**config.mk**
```make
export PLATFORM = sky130hd
export DESIGN_NAME = bram_port_responder
export DESIGN_NICKNAME = d
export VERILOG_FILES = /design/src/rtl/bram_port_responder.sv
export SDC_FILE = /design/constraint.sdc
export NUM_CORES = 1
export LEC_CHECK = 0
export CORE_MARGIN = 4
export CORE_UTILIZATION = 43
export DETAILED_ROUTE_END_ITERATION = 6
export PLACE_DENSITY = 0.84
export SKIP_CTS_REPAIR_TIMING = 1
export SLEW_MARGIN = 5
export SYNTH_ARGS = -nofsm -noshare
export SYNTH_HDL_FRONTEND = slang
export SYNTH_SLANG_ARGS = --single-unit
```
**constraint.sdc**
```tcl
create_clock -name clk_sys -period 4.6 [get_ports clk_sys]
set_input_delay 0.69 -clock clk_sys [delete_from_list [all_inputs] [get_ports clk_sys]]
set_output_delay 0.69 -clock clk_sys [all_outputs]
set_load 0.05 [all_outputs]
```
**src/rtl/bram_port_responder.sv**
```systemverilog
// Toggle-handshake responder that turns one request per port_req level change
// into a single access on a synchronous single-port memory.
module bram_port_responder #(
  parameter int unsigned ADDR_W = 15,
  parameter int unsigned RD_LAT = 1
) (
  input  logic              clk_sys,
  input  logic              RESETn,
  input  logic              port_req,
  output logic              port_ack,
  input  logic [22:0]       port_a,
  input  logic [1:0]        port_ds,
  input  logic              port_we,
  input  logic [15:0]       port_d,
  output logic [15:0]       port_q,
  output logic              busy,
  output logic              oob,
  output logic              mem_en,
  output logic [1:0]        mem_we,
  output logic [ADDR_W-1:0] mem_addr,
  output logic [15:0]       mem_d,
  input  logic [15:0]       mem_q
);

  localparam int unsigned PA_W  = 23;
  localparam int unsigned CNT_W = 3;

  typedef enum logic [1:0] {
    S_IDLE  = 2'd0,
    S_ISSUE = 2'd1,
    S_WAIT  = 2'd2,
    S_RESP  = 2'd3
  } state_t;

  state_t             state_q, state_d;
  logic               req_seen_q, req_seen_d;
  logic               lat_we_q, lat_we_d;
  logic [CNT_W-1:0]   cnt_q, cnt_d;
  logic               port_ack_d;
  logic [15:0]        port_q_d;
  logic               busy_d;
  logic               oob_d;
  logic               mem_en_d;
  logic [1:0]         mem_we_d;
  logic [ADDR_W-1:0]  mem_addr_d;
  logic [15:0]        mem_d_d;
  logic [PA_W-1:0]    a_hi;

  // Address bits above the memory's reach; any nonzero bit marks an aliased access
  assign a_hi = port_a >> ADDR_W;

  always_ff @(posedge clk_sys or negedge RESETn) begin
    if (!RESETn) begin
      state_q    <= S_IDLE;
      req_seen_q <= 1'b0;
      lat_we_q   <= 1'b0;
      cnt_q      <= '0;
      port_ack   <= 1'b0;
      port_q     <= 16'h0000;
      busy       <= 1'b0;
      oob        <= 1'b0;
      mem_en     <= 1'b0;
      mem_we     <= 2'b00;
      mem_addr   <= '0;
      mem_d      <= 16'h0000;
    end else begin
      state_q    <= state_d;
      req_seen_q <= req_seen_d;
      lat_we_q   <= lat_we_d;
      cnt_q      <= cnt_d;
      port_ack   <= port_ack_d;
      port_q     <= port_q_d;
      busy       <= busy_d;
      oob        <= oob_d;
      mem_en     <= mem_en_d;
      mem_we     <= mem_we_d;
      mem_addr   <= mem_addr_d;
      mem_d      <= mem_d_d;
    end
  end

  // Memory strobes are computed one state ahead so they are registered yet live exactly in ISSUE
  always_comb begin
    state_d    = state_q;
    req_seen_d = req_seen_q;
    lat_we_d   = lat_we_q;
    cnt_d      = cnt_q;
    port_ack_d = port_ack;
    port_q_d   = port_q;
    busy_d     = busy;
    oob_d      = oob;
    mem_en_d   = 1'b0;
    mem_we_d   = 2'b00;
    mem_addr_d = mem_addr;
    mem_d_d    = mem_d;

    case (state_q)
      S_IDLE: begin
        if (port_req != req_seen_q) begin
          req_seen_d = port_req;
          lat_we_d   = port_we;
          busy_d     = 1'b1;
          mem_en_d   = 1'b1;
          mem_we_d   = port_we ? port_ds : 2'b00;
          mem_addr_d = port_a[ADDR_W-1:0];
          mem_d_d    = port_d;
          if (a_hi != '0) oob_d = 1'b1;
          state_d    = S_ISSUE;
        end
      end
      S_ISSUE: begin
        cnt_d   = '0;
        state_d = lat_we_q ? S_RESP : S_WAIT;
      end
      S_WAIT: begin
        if (cnt_q == CNT_W'(RD_LAT - 1)) begin
          port_q_d   = mem_q;
          port_ack_d = ~port_ack;
          busy_d     = 1'b0;
          state_d    = S_IDLE;
        end else begin
          cnt_d = cnt_q + CNT_W'(1);
        end
      end
      S_RESP: begin
        port_ack_d = ~port_ack;
        busy_d     = 1'b0;
        state_d    = S_IDLE;
      end
      default: state_d = S_IDLE;
    endcase
  end

endmodule

```
==> impl_metrics.env, run 1 <==
export IMPL_outcome="finished, final reports clean"
export IMPL_drive_above_1_share_pct=25.72
export IMPL_cp_max_fo=2
export IMPL_cpMaxStageDelayCell="clkdlybuf4s50_1"
export IMPL_fp_coreArea_mm2=0.005205
export IMPL_place_area_mm2=0.003543
export IMPL_ir_worst_vdd_mv=0.5231
export IMPL_setup_viol=0
export IMPL_cts_buffers=9
export IMPL_place_inst=331
export IMPL_final_cells=346
export IMPL_cp_cell_sequence="clkdlybuf4s50_1"
export IMPL_crit_arrival_ns=1.52
export IMPL_drc=0
export IMPL_cp_depth=1
export IMPL_tightest_slew_ns=0.7414
export IMPL_critPathTopFamily="buffers and inverters"
export IMPL_routed_via_density=4.783
export IMPL_firstDrtPassIters=4
export IMPL_r2r_start="cnt_q[0]"
export IMPL_endpoint="mem_addr[3]"
export IMPL_cts_tree="done"
export IMPL_synth_seq_cells=60
export IMPL_clk_pin_slew_worst_paths_ns=0.06
export IMPL_port_buffers=113
export IMPL_rows=26
export IMPL_synth_area_mm2=0.002355
export IMPL_synth_edff_count=0
export IMPL_cts_root_buffer="clkbuf_8"
export IMPL_relSlewSlack_pct=50.57
export IMPL_hold_ws_ns=0.4632
export IMPL_crit_required_ns=3.91
export IMPL_leakage_nw=1.555
export IMPL_yosysMostFrequentCell="dfrtp_1"
export IMPL_layout_nets=335
export IMPL_yosys_top_cells_area="dfrtp_1 64%, mux2_2 23%, ha_1 1.1%, buf_4 0.96%, nor3_4 0.69%"
export IMPL_place_congestion=0.7492
export IMPL_dieArea_mm2=0.006724
export IMPL_grt_pass1_wl_mm=8.376
export IMPL_syn_nets=215
export IMPL_cap_violations=0
export IMPL_yosys_top_cells_count="60 x dfrtp_1, 49 x mux2_2, 3 x buf_4, 3 x inv_1, 3 x nand2_1"
export IMPL_timing_fmax_ghz=0.4518
export IMPL_synth_top_area_cell="dfrtp_1"
export IMPL_period_share_pct=48.12
export IMPL_async_flop_share_pct=100.0
export IMPL_cp_start_kind="flip-flop"
export IMPL_yosys_warnings=0
export IMPL_powerDensity_mw_per_mm2=870.5
export IMPL_r2r_end="port_q[1]"
export IMPL_rsz0062_at_grt="false"
export IMPL_fill_cells=391
export IMPL_antenna_found_initial=0
export IMPL_first_global_vias=1815
export IMPL_yosysTopAreaCellShare_pct=63.76
export IMPL_wire_per_inst_um=15.40
export IMPL_cts_buffer_depth=2
export IMPL_ys_types=32
export IMPL_grt_ovfl_total=0
export IMPL_drv_slew=0
export IMPL_layout_min_cycle_time_ns=2.213
export IMPL_drt_iter0_markers=74
export IMPL_path_buf_inv=1
export IMPL_tns_ns=0
export IMPL_ff2ff_setup_slack_ns=2.51
export IMPL_design_area_mm2=0.003731
export IMPL_grt_use_total_pct=17.08
export IMPL_clock_latency_ns=0.33
export IMPL_num_vias=1655
export IMPL_ios=114
export IMPL_synthToLayoutAreaGrowth_pct=58.45
export IMPL_crit_start="mem_addr[3]"
export IMPL_grt_max_degree=61
export IMPL_ant_nets=0
export IMPL_start_util_pct=45.24
export IMPL_dieHeight_um=82
export IMPL_finish_utilization_pct=71.68
export IMPL_diodes=0
export IMPL_synthCells=152
export IMPL_hp_class="flip-flop to flip-flop"
export IMPL_path_class="flip-flop to output pin"
export IMPL_ff2ff_path_depth=5
export IMPL_die_w_um=82
export IMPL_totalWireLength_mm=5.328
export IMPL_cp_end_kind="output pin"
export IMPL_cts_max_level=3
export IMPL_dp_hpwl_mm=3.829
export IMPL_cpPeakStageDelay_ns=0.84
export IMPL_syn_area_per_cell_um2=15.49
export IMPL_cts_sinks=60
export IMPL_skew_ns=0.008695
export IMPL_synth_ff_type="dfrtp_1"
export IMPL_hold_viol_final=0
export IMPL_yosysSeqAreaShare_pct=63.76
==> layout by cell type, fill, tap and decap left out, types with 3 or more instances in the layout <==
cell type,instances
dfrtp_1,60
inv_1,3
nand2_1,3
clkdlybuf4s50_1,112
mux2_2,49
clkbuf_8,13
==> worst min path at each step <==
stage | startpoint | end | slack (ns) | cells after the start
floorplan | RESETn | busy | 0.39 | 0
global placement | oob | oob | 0.44 | 1
detailed placement | oob | oob | 0.44 | 1
CTS | oob | oob | 0.46 | 1
global route | oob | oob | 0.47 | 1
finish | oob | oob | 0.46 | 1
==> cell families after synthesis <==
group,Yosys count,synth area share (%)
AO/OA/AOI/OAI,12,3.560
XOR/XNOR,2,0.7440
adder cells (fa/ha/maj),2,1.063
buffers and inverters,10,2.603
flip-flops,60,63.76
multiplexers,49,23.43
AND/OR/NAND/NOR,17,4.835
==> report_power, final <==
group          internal (mW)  switching, mW
sequential             0.781          0.150
combinational          0.744           1.13
clock                  0.251          0.188
==> layer usage <==
metal / up-vias / share of wire, % / GRT usage (%)
li1: 779 / - / -
met1: 787 / 39 / 20.14
met2: 80 / 48 / 26.98
met3: 9 / 12 / 7.237
met4: 0 / 1.6 / 7.973
met5: - / 0 / 0
==> worst register-to-register path, stage by stage (launching register included) <==
cell     delay (ns)
dfrtp_1        0.42
inv_1          0.07
ha_1           0.18
or2b_1         0.29
nor3_4         0.57
mux2_2         0.43
==> state kept, by name, indices dropped and copies added (netlist names) <==
| signal | count |
|---|---|
| mem_we | 2 |
| req_seen_q | 1 |
| mem_d | 16 |
| cnt_q | 3 |
| port_q | 16 |
| mem_addr | 15 |
| mem_en | 1 |
| busy | 1 |
| oob | 1 |
| lat_we_q | 1 |
| port_ack | 1 |
| state_q | 2 |
==> area by class of cell <==
type / count / area [um2] / share of cell area [%]
Sequential cell: 60 / 1501 / 40.24
Tap cell: 70 / 87.58 / 2.347
Clock buffer: 14 / 182.7 / 4.896
Timing Repair Buffer: 115 / 1141 / 30.58
Inverter: 4 / 15.01 / 0.4024
Multi-Input combinational cell: 82 / 798.3 / 21.40
Clock inverter: 1 / 5.005 / 0.1341
==> stage by stage <==
stage          power (mW)  worst slack [ns]
6_report            3.248             2.387
5_1_grt             3.412             2.334
4_1_cts             3.286             2.361
3_5_place_dp        2.835             2.224
3_3_place_gp        2.798             2.250
2_1_floorplan       2.224             2.829
Note: power is estimated with default switching activity, not from simulation.
==> run 2, diff against run 1 <==
Settings changed: CORE_UTILIZATION 43 to 36, PLACE_DENSITY 0.84 to 0.75.
Clock period 4.6 ns to 2 ns, I/O delays scaled along.
==> impl_metrics.env, run 2 (same netlist as run 1, synthesis figures left out) <==
export IMPL_totalWireLength_mm=5.180
export IMPL_period_share_pct=89.92
export IMPL_num_vias=1672
export IMPL_final_cell_mix="112 x clkdlybuf4s50_1, 60 x dfrtp_1, 49 x mux2_2"
export IMPL_layout_nets=339
export IMPL_reg_largest_list="mem_d (16), port_q (16), mem_addr (15)"
export IMPL_outcome="finished, final reports clean"
export IMPL_drive_above_1_share_pct=26.69
export IMPL_crit_required_ns=1.70
export IMPL_drt_iter0_markers=31
export IMPL_powerDensity_mw_per_mm2=2019
export IMPL_cts_buffers=9
export IMPL_ir_worst_vdd_mv=1.322
export IMPL_dieArea_mm2=0.007899
export IMPL_drc=0
export IMPL_hold_viol_final=0
export IMPL_crit_arrival_ns=1.50
export IMPL_rsz0062_at_grt="false"
export IMPL_layout_min_cycle_time_ns=1.798
export IMPL_cts_tree="done"
export IMPL_cap_violations=0
export IMPL_firstDrtPassIters=2
export IMPL_cp_max_fo=2
export IMPL_antenna_found_initial=0
export IMPL_port_buffers=113
export IMPL_relSlewSlack_pct=64.47
export IMPL_cts_root_buffer="clkbuf_8"
export IMPL_wire_per_inst_um=14.47
export IMPL_grt_max_degree=61
export IMPL_grt_pass1_wl_mm=8.010
export IMPL_final_common_cell="clkdlybuf4s50_1"
export IMPL_clock_latency_ns=0.32
export IMPL_dp_hpwl_mm=3.779
export IMPL_ios=114
export IMPL_hold_ws_ns=0.4674
export IMPL_skew_ns=0.005803
export IMPL_cpPeakStageDelay_ns=0.82
export IMPL_first_global_vias=1734
export IMPL_cp_start_kind="flip-flop"
export IMPL_tightest_slew_ns=0.5312
export IMPL_grt_use_total_pct=13.60
export IMPL_diodes=0
export IMPL_rows=29
export IMPL_leakage_nw=1.604
export IMPL_setup_viol=0
export IMPL_cts_sinks=60
export IMPL_cts_max_level=3
export IMPL_die_w_um=88.88
export IMPL_place_congestion=0.6870
export IMPL_timing_fmax_ghz=0.5561
export IMPL_hp_class="flip-flop to flip-flop"
export IMPL_fp_coreArea_mm2=0.006350
export IMPL_path_class="flip-flop to output pin"
export IMPL_start_util_pct=37.08
export IMPL_grt_ovfl_total=0
export IMPL_drv_slew=0
export IMPL_cpMaxStageDelayCell="clkdlybuf4s50_1"
export IMPL_synthToLayoutAreaGrowth_pct=63.55
export IMPL_dieHeight_um=88.88
export IMPL_ant_nets=0
export IMPL_routed_via_density=4.670
export IMPL_path_buf_inv=1
export IMPL_critPathTopFamily="buffers and inverters"
export IMPL_cp_cell_sequence="clkdlybuf4s50_1"
export IMPL_clk_pin_slew_worst_paths_ns=0.07
export IMPL_tns_ns=0
export IMPL_cts_buffer_depth=2
export IMPL_cp_end_kind="output pin"
run 2: routing by layer:
layer,vias to the layer above,part of all wire (%),global-route usage (%)
met4,0,1.3,7.005
li1,786,-,-
met3,6,9.8,5.307
met5,-,0,0
met1,812,40,14.94
met2,68,49,22.74
run 2: metrics by stage:
step	power [mW]	std cells	utilization (%)	cell area, um2	worst slack [ns]
2_1_floorplan	5.115	152	-	2355	0.2294
5_1_grt	8.163	358	60.65	3851	0.1244
3_5_place_dp	6.662	341	57.08	3625	0.1823
4_1_cts	7.888	357	60.49	3841	0.1679
3_3_place_gp	6.598	341	57.08	3625	0.2033
6_report	7.775	358	60.65	3851	0.2016
run 2: layout make-up:
class                   count  area, um2
fillers                   524       2499
flip-flops and latches     60       1501
repair buffers            119       1224
multi-input cells          82      798.3
clock buffers              11      141.4
well taps                  77      96.34
clock inverters             5      75.07
inverters                   4      15.01
run 2: report_power, final:
group | switching (mW) | internal (mW)
sequential | 0.308 | 1.80
combinational | 2.64 | 1.84
clock | 0.459 | 0.730
run 2: path summary, 6_finish.rpt:
kind	startpoint	end	slack (ns)	depth (start not counted)
setup / recovery	mem_addr[3]	mem_addr[3]	0.20	1
hold / removal	port_ack	port_ack	0.47	1
setup reg to reg	cnt_q[0]	port_q[8]	0.23	6
hold reg to reg	port_ack	port_ack	0.47	1
max in group asynchronous	RESETn	state_q[0]	1.23	3
min in group asynchronous	RESETn	port_q[12]	0.50	3
run 2: worst register-to-register path: cells and delay by family, from the launching register on:
| family | cells | cell delay, ns |
|---|---|---|
| and+or+nand+nor | 2 | 0.45 |
| adders and majority gates | 1 | 0.19 |
| buffers and inverters | 2 | 0.24 |
| DFF | 1 | 0.42 |
| muxes | 1 | 0.35 |
